===== config.mk =====
export PLATFORM = sky130hd
export DESIGN_NAME = mmio_sd_bridge
export DESIGN_NICKNAME = d
export VERILOG_FILES = /design/src/rtl/mmio_sd_bridge.sv
export SDC_FILE = /design/constraint.sdc
export NUM_CORES = 1
export LEC_CHECK = 0
export ABC_AREA = 0
export BUFFER_PORTS_ARGS = -buffer_cell sky130_fd_sc_hd__buf_4
export CAP_MARGIN = 10
export CORE_MARGIN = 8
export CORE_UTILIZATION = 50
export CTS_BUF_LIST = sky130_fd_sc_hd__clkbuf_2
export CTS_CLUSTER_SIZE = 40
export DETAILED_ROUTE_END_ITERATION = 10
export GPL_TIMING_DRIVEN = 0
export PLACE_DENSITY_LB_ADDON = 0.05
export SETUP_SLACK_MARGIN = 0.1
export SYNTH_ARGS = -nofsm -noshare
export SYNTH_HDL_FRONTEND = slang
export SYNTH_SLANG_ARGS = --single-unit

===== constraint.sdc =====
create_clock -name clock -period 3.1 [get_ports clock]
set_input_delay 0.775 -clock clock [delete_from_list [all_inputs] [get_ports clock]]
set_output_delay 0.775 -clock clock [all_outputs]
set_load 0.02 [all_outputs]

===== src/rtl/mmio_sd_bridge.sv =====
// mmio_sd_bridge: MMIO page decode bridging RAM, synchronised buttons, an SD response FIFO and an SD command handshake
module mmio_sd_bridge #(
  parameter int ADDR_W     = 12,
  parameter int BTN_W      = 5,
  parameter int FIFO_DEPTH = 8,
  parameter int CMD_W      = 48
) (
  input  logic              clock,
  input  logic              reset_n,
  input  logic [ADDR_W-1:0] addr,
  input  logic [31:0]       dataIn,
  input  logic              writeEnable,
  input  logic              readEnable,
  output logic [31:0]       dataOut,
  input  logic [31:0]       RAM_out,
  output logic              RAM_write,
  input  logic [BTN_W-1:0]  BTN,
  input  logic              SD_responseByte,
  input  logic [7:0]        SD_response,
  output logic [CMD_W-1:0]  SD_cmd,
  output logic              SD_start,
  input  logic              SD_ready
);
  localparam int AW = $clog2(FIFO_DEPTH);
  localparam int CW = AW + 1;
  typedef enum logic {IDLE, PENDING} state_t;
  state_t state;
  logic io, wr_io, valid, full, pop, flush, push, drop, start_req, ovf, col;
  logic [2:0] off;
  logic [BTN_W-1:0] s1, s2, flags;
  logic [7:0] mem [FIFO_DEPTH];
  logic [7:0] head;
  logic [AW-1:0] wp, rp;
  logic [CW-1:0] cnt;
  logic [31:0] rd;
  logic unused_addr;
  assign io = addr[ADDR_W-1];
  assign off = addr[2:0];
  assign unused_addr = ^addr[ADDR_W-2:3];
  assign wr_io = writeEnable & io;
  assign RAM_write = writeEnable & ~io;
  assign valid = cnt != '0;
  assign full = cnt == CW'(FIFO_DEPTH);
  assign head = valid ? mem[rp] : 8'hFF;
  assign pop = io & readEnable & (off == 3'd2) & valid;
  assign flush = wr_io & (off == 3'd3) & dataIn[1];
  assign push = SD_responseByte & ~flush & (~full | pop);
  assign drop = SD_responseByte & ~flush & full & ~pop;
  assign start_req = wr_io & (off == 3'd5) & dataIn[31];
  // Button synchroniser and sticky rising-edge flags; a new edge beats a clear
  always_ff @(posedge clock or negedge reset_n) begin
    if (!reset_n) begin
      s1 <= '0;
      s2 <= '0;
      flags <= '0;
    end else begin
      s1 <= BTN;
      s2 <= s1;
      flags <= (flags & ~((wr_io && off == 3'd1) ? dataIn[BTN_W-1:0] : '0)) | (s1 & ~s2);
    end
  end
  // FIFO pointers and occupancy; a flush wins over any push or pop
  always_ff @(posedge clock or negedge reset_n) begin
    if (!reset_n) begin
      wp <= '0;
      rp <= '0;
      cnt <= '0;
    end else if (flush) begin
      wp <= '0;
      rp <= '0;
      cnt <= '0;
    end else begin
      wp <= push ? wp + 1'b1 : wp;
      rp <= pop ? rp + 1'b1 : rp;
      cnt <= cnt + CW'(push) - CW'(pop);
    end
  end
  // FIFO storage holds data only, so it needs no reset
  always_ff @(posedge clock) begin
    if (push) mem[wp] <= SD_response;
  end
  // Sticky status bits; setting beats clearing in the same cycle
  always_ff @(posedge clock or negedge reset_n) begin
    if (!reset_n) begin
      ovf <= 1'b0;
      col <= 1'b0;
    end else begin
      ovf <= (ovf & ~(wr_io && off == 3'd3 && dataIn[0])) | drop;
      col <= (col & ~(wr_io && off == 3'd3 && dataIn[2])) |
             (state == PENDING && wr_io && (off == 3'd4 || off == 3'd5));
    end
  end
  // Command FSM: the command is writable only while idle, SD_start mirrors PENDING
  always_ff @(posedge clock or negedge reset_n) begin
    if (!reset_n) begin
      state <= IDLE;
      SD_cmd <= '0;
      SD_start <= 1'b0;
    end else if (state == IDLE) begin
      if (wr_io && off == 3'd4) SD_cmd[31:0] <= dataIn;
      if (wr_io && off == 3'd5) SD_cmd[CMD_W-1:32] <= dataIn[CMD_W-33:0];
      if (start_req) begin
        state <= PENDING;
        SD_start <= 1'b1;
      end
    end else if (SD_ready) begin
      state <= IDLE;
      SD_start <= 1'b0;
    end
  end
  // Read mux: I/O page registers or RAM pass-through
  always_comb begin
    rd = '0;
    case (off)
      3'd0: rd = 32'(s2);
      3'd1: rd = 32'(flags);
      3'd2: rd = {valid, 23'b0, head};
      3'd3: rd = {ovf, col, 13'b0, state == PENDING, 16'(cnt)};
      3'd4: rd = SD_cmd[31:0];
      3'd5: rd = {state == PENDING, 15'b0, 16'(SD_cmd >> 32)};
      default: rd = '0;
    endcase
    dataOut = io ? rd : RAM_out;
  end
endmodule


Word-level counts from Yosys, hierarchy flattened
Memories as Yosys holds them, arrays and structs flattened.
Cells that the tools add are included.
{"block": "totals", "ff_bits": 77, "mem_bits_rw": 64, "out_inout_bits": 82, "elab_cells": 88, "mem_count": 1}
{"memory": "mem", "words": 8, "width": 8, "rd": 1, "rd_clocked_by_memory_dff": 0, "wr": 1, "line": "31", "text": "logic [7:0] mem [FIFO_DEPTH];"}
{"block": "classes", "n_addsub": 4, "n_eq_ne": 7, "n_mux": 17, "n_bitwise": 30, "n_reduce_logical": 17}
{"operator": "32-bit one-hot mux with 6 select lines", "count": 1}
{"operator": "32-bit 2-to-1 mux", "count": 1}
{"operator": "1-bit bitwise AND", "count": 15}
{"operator": "3-bit 2-to-1 mux", "count": 4}
{"operator": "5-bit bitwise AND", "count": 2}
{"operator": "5-bit inverter", "count": 2}
{"operator": "1-bit logical AND", "count": 8}
{"operator": "1-bit 2-to-1 mux", "count": 8}
{"operator": "8-bit 2-to-1 mux", "count": 1}
{"operator": "1-bit inverter", "count": 7}
{"operator": "3-bit by 1-bit adder with 3-bit output (second input constant)", "count": 2}
{"operator": "3-bit by 2-bit equality test with 1-bit output (second input constant)", "count": 2}
{"operator": "3-bit equality test (second input constant)", "count": 2}
{"operator": "2-bit AND reduction", "count": 3}
{"operator": "2-bit nonzero test", "count": 3}
{"operator": "5-bit 2-to-1 mux", "count": 1}
{"operator": "5-bit bitwise OR", "count": 1}
{"operator": "4-bit by 1-bit adder with 4-bit output", "count": 1}
{"operator": "4-bit equality test (second input constant)", "count": 1}
{"operator": "4-bit 2-to-1 mux", "count": 1}
{"operator": "4-bit nonzero test", "count": 1}
{"operator": "4-bit by 1-bit subtractor with 4-bit output", "count": 1}
{"operator": "3-bit by 1-bit equality test with 1-bit output (second input constant)", "count": 1}
{"operator": "3-bit zero test", "count": 1}
{"operator": "3 further kinds", "count": 5}

Longest topological paths before layout
Gate-level depths: netlist of the first run.
{"block": "logic_depth", "ltp_word": 9, "mapped_depth": 12, "ltp_nobuf": 11}

Worst setup path before layout of the first run
Ideal clock, no wire load.
{"block": "synth_timing", "path_kind": "input-to-reg", "from": "input port addr[0]", "to": "memory mem[0][0] (enable)", "arrival_time_ns": 2.488, "path_slack_ns": 0.229, "path_stages": 4, "path_cell_list": "nand4bb_4 > o311a_4 > or4_4 > nor3_1"}
{"block": "synth_between", "elab_chain_len": 8, "elab_cells_between_ends": 12}
{"item": "start, declared", "line": "10", "text": "input logic [ADDR_W-1:0] addr,"}
{"item": "3-bit by 2-bit equality test with 1-bit output", "line": "46", "text": "assign flush = wr_io & (off == 3'd3) & dataIn[1];"}
{"item": "1-bit bitwise AND (2 in series)", "line": "46"}
{"item": "1-bit inverter", "line": "47", "text": "assign push = SD_responseByte & ~flush & (~full | pop);"}
{"item": "1-bit bitwise AND", "line": "47"}
{"item": "1-bit bitwise AND (*)", "line": "47"}
{"item": "1-bit 2-to-1 mux (*)", "line": "80", "text": "if (push) mem[wp] <= SD_response;"}
{"item": "1-bit 2-to-1 mux (implied by the code) (*)", "line": "80"}
{"item": "end, declared", "line": "31"}
Every way passes the cells marked *; elsewhere a longest branch is shown, timed or not.

Worst setup path after layout of the first run
{"block": "layout_timing", "from": "register rp[0]", "to": "output port dataOut[4]"}
{"block": "layout_between", "elab_chain_len": 4}
{"item": "start, declared", "line": "33", "text": "logic [AW-1:0] wp, rp;"}
{"item": "start signal, assigned", "line": "74", "text": "rp <= pop ? rp + 1'b1 : rp;"}
{"item": "memory 8 x 8 bit"}
{"item": "8-bit 2-to-1 mux", "line": "44", "text": "assign head = valid ? mem[rp] : 8'hFF;"}
{"item": "32-bit one-hot mux with 6 select lines", "line": "114", "text": "case (off)"}
{"item": "32-bit 2-to-1 mux", "line": "123", "text": "dataOut = io ? rd : RAM_out;"}
{"item": "end, declared", "line": "14", "text": "output logic [31:0] dataOut,"}
Every way passes these cells.

==> results of run 1 <==
[what timing repair did]
action / 4_1_cts / 5_1_grt
setup endpoints to repair: 29 / 13
gates resized for setup: 56 / 16
hold endpoints to repair: 0 / 0
pin swaps: 8 / 5
buffers inserted: 14 / 2
[final cells by class]
type | count | area (sq um) | share of cell area, %
Clock buffer | 17 | 85.1 | 0.998
Timing Repair Buffer | 184 | 1450 | 17.0
Sequential cell | 141 | 3850 | 45.2
Clock inverter | 15 | 146 | 1.72
Tap cell | 172 | 215 | 2.52
Inverter | 34 | 128 | 1.50
Buffer | 21 | 155 | 1.82
Multi-Input combinational cell | 267 | 2500 | 29.3
[registers in the layout, indices dropped and copies added (netlist names)]
signal / count
SD_cmd: 48
col: 1
flags: 5
mem: 64
s2: 5
SD_start: 1
state: 1
wp: 3
rp: 3
cnt: 4
s1: 5
ovf: 1
[worst reg2reg max path: stages, from the launching register on]
cell	delay, ps
dfrtp_1	410
inv_2	60
ha_4	150
buf_4	130
o311a_4	400
or4_4	520
nor2_1	730
[placed cells by master, fill, tap and decap left out, types with 5 or more instances in the layout]
cell       count
ha_1           6
clkbuf_2      18
mux2i_1       14
a21oi_1        7
mux4_2        18
dfrtp_1       75
clkbuf_1       5
nand3_1       15
buf_2          5
nor3_1         5
o2bb2ai_1      8
o21ai_0       25
edfxtp_1      64
nor2_1        25
nand2_1       16
mux2_2        51
buf_6         10
nand2b_1       5
inv_1         32
buf_4        176
[cells by family (layout without fill, tap and decap cells)]
logic type               Yosys count  after routing  synth area share, %
AO/OA/AOI/OAI                     72             72                 7.45
XOR/XNOR                           4              4                0.546
adder cells (fa/ha/maj)            8              8                 1.68
buffers and inverters             57            271                 3.59
flip-flops                       141            141                 60.0
multiplexers                      91             91                 18.8
AND/OR/NAND/NOR                   92             92                 7.92
[power breakdown]
group	total, mW	switching [mW]	internal (mW)
Clock	1.04	0.675	0.368
Combinational	2.28	1.10	1.18
Sequential	2.55	0.238	2.32
[path summary, 6_finish.rpt]
| path | end | start | cells after the start | slack [ps] |
|---|---|---|---|---|
| setup / recovery | dataOut[4] | rp[0]$_DFFE_PN0P_ | 6 | -190 |
| hold / removal | s1[4]$_DFF_PN0_ | BTN[4] | 1 | 160 |
| setup reg to reg | mem[5][0]$_DFFE_PP_ | cnt[3]$_DFF_PN0_ | 6 | 360 |
| hold reg to reg | s2[2]$_DFF_PN0_ | s1[2]$_DFF_PN0_ | 0 | 400 |
| max in group asynchronous | rp[0]$_DFFE_PN0P_ | reset_n | 1 | 2260 |
| min in group asynchronous | rp[2]$_DFFE_PN0P_ | reset_n | 1 | 190 |
[routing by layer]
metal | GRT usage, % | share of wire, % | vias to the layer above
met4 | 7.33 | 1.4 | 0
met5 | 0 | 0 | -
met2 | 35.8 | 50 | 164
met1 | 26.1 | 40 | 2318
li1 | - | - | 2127
met3 | 5.88 | 8.1 | 19
[stage by stage]
| stage | utilization (%) | worst slack [ps] | hold WS, ps | instance area (sq um) |
|---|---|---|---|---|
| finish | 67.8 | -187 | 165 | 8530 |
| CTS | 67.2 | -262 | 76.4 | 8440 |
| floorplan | - | 229 | 354 | 6410 |
| global placement | 62.8 | -548 | 359 | 7890 |
| global route | 67.8 | -307 | 73.0 | 8530 |
| detailed placement | 62.9 | -289 | 361 | 7900 |
==> impl_metrics.tcl, run 1 <==
set metrics [dict create \
    status "finished with violations" \
    failed_checks "negative setup slack" \
    finalHoldViolCount 0 \
    grt_setup_unrepaired "true" \
    hp-class "primary input to flop" \
    clock_latency_ps 700 \
    dp_hpwl_mm 12.8 \
    routed_wl_mm 17.2 \
    critPathMostFrequentCell "buf_6" \
    post_drt_wl_per_cell_um 20.2 \
    fmax_mhz 304 \
    die_y_um 129 \
    fill_cells 960 \
    grt_antenna_before_repair 0 \
    path_cells "buf_6 > mux4_2 > mux2i_4 > a21oi_2 > a211o_1 > buf_6" \
    path_buf_inv 2 \
    route.detailed.drc 0 \
    drive_gt1_share_pct 49.9 \
    grt_max_degree 78 \
    grt_pass1_vias 4857 \
    setup_violations 9 \
    cts_sinks 141 \
    ys_seq_elements 141 \
    syn_area_sq_um 6410 \
    start_util_pct 51.0 \
    cp.arrival_ps 2510 \
    synthArstFlopShare_pct 54.6 \
    seq_area_frac_synth_pct 60.0 \
    cts_tree "done" \
    synth-edff-count 64 \
    post_layout_nonfiller_instances 851 \
    yosysMostFrequentCell "dfrtp_1" \
    max-vdd-ir-drop_v 0.000415 \
    cap_violations 0 \
    drt_iter0_markers 330 \
    relSlewSlack_pct 34.9 \
    grt_usage_pct 21.4 \
    synthTopCellsByCount "dfrtp_1 (77), edfxtp_1 (64), mux2_2 (54), inv_1 (34), o21ai_0 (30)" \
    synthCells 465 \
    slowest_delay_ps 530 \
    antenna_left 0 \
    via_count 4628 \
    synth_area_leader_cell "dfrtp_1" \
    report.final.slew_viol_count 0 \
    endpoint_kind "primary output" \
    cp_slowest_cell "mux4_2" \
    io_pins 177 \
    ys_top_cells_by_area "dfrtp_1 (30%), edfxtp_1 (30%), mux2_2 (9.5%), mux4_2 (6.3%), mux2i_1 (2.7%)" \
    leakagePower_nw 3.69 \
    powerDensity_nw_per_um2 690 \
    dp.cells 805 \
    path_class "flop to primary output" \
    dieArea_sq_um 16700 \
    cp-start-kind "flop" \
    setup_tns_ps -981 \
    syn_nets 568 \
    final.min_clock_period_ps 3290 \
    crit_required_ps 2320 \
    core_area_sq_um 12600 \
    fin_ws_ps -187 \
    die_x_um 129 \
    firstDrtPassIters 4 \
    synth_top_cell_area_share_pct 30.0 \
    io_buffers 168 \
    htree_levels 4 \
    hold_buffers 0 \
    fin_nets 769 \
    grt_pass1_wl_mm 26.8 \
    ys.flop_type "dfrtp_1" \
    numCtsBuffers 17 \
    n_antenna_cell 0 \
    cts-root-buf "clkbuf_2" \
    syn_to_final_growth_pct 32.9 \
    fin_crit_sh_pct 106 \
    place_congestion 0.889 \
    worst_pin_slew_ps 976 \
    yosys_warnings 0 \
    ys_types 53 \
    syn_area_per_cell_sq_um 13.8 \
    power_mw 5.88 \
    vias_per_cell 5.44 \
    cp_max_fo 4 \
    rows 41 \
    finalClockSkew_ps 20.1 \
    grt_overflow_total 0 \
    cp_top_family "multiplexers" \
    cts.reportedPaths.clkPinSlew_ps 200 \
    clockBufferDepth 2 \
]
Power figures use the tool's default switching activity.
==> run 2: changes to the inputs <==
ABC_AREA = 1   (was 0)
GPL_ROUTABILITY_DRIVEN = 1   (was not set)
==> run 2 against run 1 <==
The run now ends clean. Total power rose by 5.9%. Largest power group unchanged. Die area hardly changed. Critical path depth is 6 higher. Clock skew is 6.5 ps higher. Worst hold slack worse by 13 ps. Area after synthesis about the same. Critical endpoint is now dataOut[7]. Synthesized cell count is 46% higher. Non-clock buffer count grew 10.
==> impl_metrics.tcl, run 2 <==
set metrics [dict create \
    die_x_um 129 \
    setup_violations 0 \
    synthTopCellsByCount "nand2_1 (256), nand3_1 (80), dfrtp_1 (77), edfxtp_1 (64), o21ai_0 (51)" \
    firstDrtPassIters 5 \
    grt_pass1_wl_mm 30.2 \
    powerDensity_nw_per_um2 718 \
    drt_iter0_markers 434 \
    rows 41 \
    fin_ws_ps 25.8 \
    path_buf_inv 4 \
    largest_register "mem" \
    power_mw 6.23 \
    path_class "flop to primary output" \
    max-vdd-ir-drop_v 0.000378 \
    cp_slowest_cell "dfrtp_1" \
    cp.arrival_ps 2300 \
    p_seq_share_pct 40.8 \
    largest_reg_flops 64 \
    io_buffers 168 \
    leakagePower_nw 4.16 \
    synthCells 680 \
    io_pins 177 \
    fmax_mhz 325 \
    seq_area_frac_synth_pct 60.0 \
    r2r_cells 7 \
    route.detailed.drc 0 \
    syn_area_per_cell_sq_um 9.44 \
    worst-path-stages 12 \
    grt_max_degree 78 \
    grt_overflow_total 0 \
    syn_area_sq_um 6420 \
    core_area_sq_um 12600 \
    synth-edff-count 64 \
    startpoint "rp[0]$_DFFE_PN0P_" \
    relSlewSlack_pct 33.7 \
    hp-class "primary input to flop" \
    fin_nets 987 \
    most-common-layout-cells "nand2_1 (246), buf_4 (176), dfrtp_1 (76)" \
    cts-root-buf "clkbuf_2" \
    cap_violations 0 \
    grt_antenna_before_repair 0 \
    status "finished clean" \
    min_from "BTN[1]" \
    synth_area_leader_cell "dfrtp_1" \
    yosysMostFrequentCell "nand2_1" \
    place_congestion 0.868 \
    worst_pin_slew_ps 995 \
    cp_max_fo 9 \
    fill_cells 1011 \
    swShare_pct 38.4 \
    dp_hpwl_mm 14.2 \
    p_int_mw 3.84 \
    ys_seq_elements 141 \
    ff2ff_setup_slack_ps 710 \
    numCtsBuffers 17 \
    critPathMostFrequentCell "nand2_1" \
    syn_to_final_growth_pct 35.1 \
    finalHoldViolCount 0 \
    r2r_start "cnt[3]$_DFF_PN0_" \
    postLayoutCoreUtil_pct 69.0 \
    syn_nets 783 \
    grt_usage_pct 23.7 \
    cp-start-kind "flop" \
    multi_input_area_sq_um 2450 \
    synthArstFlopShare_pct 54.6 \
    via_count 5580 \
    comb_power_share_pct 40.3 \
    drive_gt1_share_pct 34.1 \
    report.final.slew_viol_count 0 \
    reg_top3 "mem x64, SD_cmd x48" \
    grt_setup_unrepaired "true" \
    start_util_pct 51.1 \
    cp_top_family "simple AND/OR/NAND/NOR gates" \
    crit_required_ps 2320 \
    grt_pass1_vias 5784 \
    place_ws_ps -265 \
    yosys_warnings 0 \
    layout_commonest_cell "nand2_1" \
    ys.flop_type "dfrtp_1" \
    seqCellArea_sq_um 3850 \
    htree_levels 4 \
    n_antenna_cell 0 \
    synth_top_cell_area_share_pct 30.0 \
    die_y_um 129 \
    cts.reportedPaths.clkPinSlew_ps 210 \
    slowest_delay_ps 420 \
    finalClockSkew_ps 26.6 \
    cts_sinks 141 \
    p_clk_share_pct 18.9 \
    path_cells "buf_6 > clkinv_8 > clkbuf_16 > nand2_1 > nand3_2 > nand3_2 > nand3_2 > nand2_2 > nand2_1 > nand2_1 > nand2_1 > buf_4" \
    endpoint_kind "primary output" \
    clockBufferDepth 2 \
    dieArea_sq_um 16700 \
    post_drt_wl_per_cell_um 18.3 \
    vias_per_cell 5.22 \
    net-switching-power_mw 2.39 \
    cts_tree "done" \
    ys_types 32 \
    hold_ws_ps 152 \
    routed_wl_mm 19.6 \
    ys_top_cells_by_area "dfrtp_1 (30%), edfxtp_1 (30%), nand2_1 (15%), nand3_1 (6.2%), o21ai_0 (4.0%)" \
    final.min_clock_period_ps 3070 \
    whs_path_depth 1 \
    clock_latency_ps 730 \
    antenna_left 0 \
    fin_crit_sh_pct 99.2 \
]
==> run 2: cell types whose count changed after synthesis, moves of 7 or more <==
| cell | delta |
|---|---|
| nand3_1 | +65 |
| mux2i_1 | -17 |
| nor2_1 | -12 |
| mux2_2 | -38 |
| o2bb2ai_1 | -8 |
| a22o_1 | +7 |
| o21ai_0 | +21 |
| inv_1 | +8 |
| nand2_1 | +238 |
| mux4_2 | -18 |
==> run 2: routing by layer <==
layer  vias up  wire, um  part of all wire, %  track usage, %
met5         -         0                    0               0
met4         0       390                  2.0            9.05
met3        32      1190                  6.1            6.00
met2       210     10300                   53            41.2
met1      2672      7700                   39            27.7
li1       2666         -                    -               -
==> run 2: final timing paths <==
| check | to |
|---|---|
| worst max-delay path | dataOut[7] |
| worst min-delay path | s1[1]$_DFF_PN0_ |
| worst max register to register | mem[6][1]$_DFFE_PP_ |
| worst min register to register | s2[2]$_DFF_PN0_ |
| max in group asynchronous | rp[2]$_DFFE_PN0P_ |
| min in group asynchronous | s1[2]$_DFF_PN0_ |
==> run 2: what timing repair did <==
item / CTS / global route
resized for setup: 70 / 17
gates cloned: 3 / 1
endpoints found under the setup margin: 20 / 32
hold buffers: 0 / 0
buffers inserted: 8 / 3
pin swaps: 13 / 7
==> run 2: cells by family after synthesis <==
kind of cell / count (synthesis) / synth area share, %
simple gates: 365 / 24.1
mux: 16 / 2.81
xor+xnor: 3 / 0.410
fa+ha+maj: 8 / 1.68
flops: 141 / 60.0
compound gates: 70 / 6.32
buf+inv: 77 / 4.72
==> run 2: power groups by stage <==
stage,Sequential (mW),Clock (mW),Combinational [mW]
floorplan,2.68,0,1.03
global placement,2.53,0,1.95
detailed placement,2.54,0,1.99
CTS,2.53,1.20,2.39
global route,2.57,1.26,2.72
finish,2.54,1.18,2.51
==> run 2: worst reg2reg max path, stage by stage (launching register included) <==
cell     delay [ps]
dfrtp_1         400
inv_1            80
ha_4            190
nand3_4         150
nand4_4         170
a21oi_4         260
nand2_2         110
nor2_1          690
==> run 2: stage by stage <==
| step | TNS (ps) | instance area, sq um | instances |
|---|---|---|---|
| 2_1_floorplan | 0 | 6420 | 680 |
| 3_3_place_gp | -5270 | 7890 | 1020 |
| 3_5_place_dp | -5010 | 7900 | 1021 |
| 4_1_cts | 0 | 8550 | 1063 |
| 5_1_grt | -706 | 8670 | 1069 |
| 6_report | 0 | 8670 | 1069 |
==> run 2: area by class of cell <==
class / count / area share, %
inverter: 46 / 2.29
buffer: 29 / 3.02
clock inverter: 15 / 2.15
timing repair buffer: 186 / 16.4
tap: 172 / 2.48
multi-input combinational: 463 / 28.2
sequential: 141 / 44.4
clock buffer: 17 / 0.981
==> run 3: changes to the inputs <==
ABC_AREA = not set   (was 1)
BUFFER_PORTS_ARGS = not set   (was -buffer_cell sky130_fd_sc_hd__buf_4)
DONT_BUFFER_PORTS = 1   (was not set)
==> run 3 against run 2 <==
Total power decreased by 10%. Highest routed layer unchanged. Flip-flop and latch count unchanged. Maximum frequency decreased by 6.0%. Design area decreased by 14%. Setup slack got worse by 200 ps. Worst hold slack got worse by 72 ps. Core utilization decreased by 9.8 points. The flow now finishes with violations (negative setup slack). Clock skew increased by 1.9 ps. First-iteration DRC count decreased by 51%. Count of clock-buffer cells in the layout increased by 3.
==> impl_metrics.tcl, run 3 (same netlist as run 1, synthesis figures left out) <==
set metrics [dict create \
    io_pins 177 \
    vias_per_cell 5.84 \
    place_congestion 0.855 \
    die_y_um 129 \
    fin_nets 610 \
    route.detailed.drc 0 \
    dieArea_sq_um 16700 \
    cp-endpoint "dataOut[0]" \
    largest_reg_flops 64 \
    crit_required_ps 2320 \
    finalClockSkew_ps 28.5 \
    max-vdd-ir-drop_v 0.000560 \
    layout_commonest_cell "dfrtp_1" \
    via_count 4050 \
    grt_max_degree 78 \
    leakagePower_nw 2.93 \
    io_buffers 0 \
    place_ws_ps -223 \
    slowest_delay_ps 530 \
    dp_hpwl_mm 12.0 \
    failed_checks "negative setup slack" \
    fmax_mhz 306 \
    grt_pass1_vias 4210 \
    finalHoldViolCount 0 \
    worst_pin_slew_ps 958 \
    cp_max_fo 10 \
    most-common-layout-cells "dfrtp_1 (75), edfxtp_1 (64), mux2_2 (53)" \
    fin_crit_sh_pct 106 \
    cts_sinks 141 \
    cts-root-buf "clkbuf_2" \
    path_class "flop to primary output" \
    r2r_start "cnt[3]$_DFF_PN0_" \
    antenna_left 0 \
    post_drt_wl_per_cell_um 23.9 \
    grt_usage_pct 20.4 \
    path_cells "buf_6 > buf_12 > mux4_2 > mux2i_4 > a21o_1 > o21ai_2" \
    routed_wl_mm 16.6 \
    hp-class "primary input to flop" \
    clock_latency_ps 730 \
    r2r_cells 7 \
    cts_tree "done" \
    drt_iter0_markers 214 \
    grt_setup_unrepaired "true" \
    powerDensity_nw_per_um2 750 \
    largest_register "mem" \
    rows 41 \
    relSlewSlack_pct 35.9 \
    final.min_clock_period_ps 3270 \
    cts.reportedPaths.clkPinSlew_ps 200 \
    cap_violations 0 \
    report.final.slew_viol_count 0 \
    clockBufferDepth 2 \
    grt_overflow_total 0 \
    htree_levels 4 \
    reg_top3 "mem x64, SD_cmd x48" \
    firstDrtPassIters 4 \
    cp-start-kind "flop" \
    power_mw 5.58 \
    status "finished with violations" \
    drive_gt1_share_pct 38.3 \
    startpoint "rp[1]$_DFFE_PN0P_" \
    syn_to_final_growth_pct 16.0 \
    r2r-end "mem[2][2]$_DFFE_PP_" \
    endpoint_kind "primary output" \
    numCtsBuffers 17 \
    start_util_pct 51.0 \
    setup_violations 7 \
    die_x_um 129 \
    cp_slowest_cell "mux4_2" \
    core_area_sq_um 12600 \
    cp.arrival_ps 2500 \
    fin_ws_ps -172 \
    grt_antenna_before_repair 2 \
    grt_pass1_wl_mm 25.2 \
    ff2ff_setup_slack_ps 200 \
    postLayoutCoreUtil_pct 59.2 \
]
-- run 3: stage by stage --
| stage | cells | area, sq um | hold WS (ps) | setup TNS, ps |
|---|---|---|---|---|
| after detailed placement | 638 | 6650 | 365 | -3280 |
| after global placement | 637 | 6630 | 358 | -11820 |
| after CTS | 686 | 7320 | 11.3 | -1430 |
| after global routing | 694 | 7440 | 0.936 | -1870 |
| after floorplan | 465 | 6410 | 354 | 0 |
| final | 694 | 7440 | 79.8 | -848 |
-- run 3: metal layers --
| layer | part of all wire (%) | up-vias | GRT usage (%) |
|---|---|---|---|
| met5 | 0 | - | 0 |
| met4 | 1.3 | 0 | 7.53 |
| met3 | 9.8 | 20 | 7.44 |
| met2 | 50 | 164 | 34.1 |
| met1 | 39 | 2047 | 23.7 |
| li1 | - | 1819 | - |
-- run 3: worst min path at each step --
stage | startpoint | to | slack [ps] | cells after the start
2_1_floorplan | s1[0]$_DFF_PN0_ | s2[0]$_DFF_PN0_ | 350 | 0
6_report | BTN[1] | s1[1]$_DFF_PN0_ | 80 | 0
4_1_cts | BTN[1] | s1[1]$_DFF_PN0_ | 10 | 0
5_1_grt | BTN[1] | s1[1]$_DFF_PN0_ | 0.9 | 0
3_5_place_dp | s1[4]$_DFF_PN0_ | s2[4]$_DFF_PN0_ | 360 | 0
3_3_place_gp | s1[4]$_DFF_PN0_ | s2[4]$_DFF_PN0_ | 360 | 0
-- run 3: area by class of cell --
cell class / count / area, sq um
clock inverter: 12 / 124
fill: 1018 / 5130
inverter: 34 / 128
timing repair buffer: 23 / 248
clock buffer: 20 / 100
antenna: 2 / 5.00
multi-input combinational: 268 / 2620
buffer: 22 / 149
tap: 172 / 215
sequential: 141 / 3850
-- run 3: what timing repair did --
item / 4_1_cts / 5_1_grt
hold buffers: 5 / 0
resized for setup: 66 / 27
setup endpoints to repair: 28 / 41
gates cloned: 1 / 0
endpoints found under the hold margin: 80 / 0
pin swaps: 13 / 7
setup buffers: 11 / 6
-- run 3: worst max-delay path, delay by kind of cell (launching register included) --
| family | cells | cell delay, ps |
|---|---|---|
| buf+inv | 2 | 310 |
| flops | 1 | 420 |
| mux | 2 | 730 |
| compound gates | 2 | 310 |
-- run 3: power breakdown --
group	total [mW]	switching [mW]	internal (mW)	leakage, nW
registers	2.79	0.477	2.31	1.50
clock network	1.03	0.660	0.374	0.144
logic	1.75	0.837	0.918	1.28
total	5.58	1.97	3.60	2.93
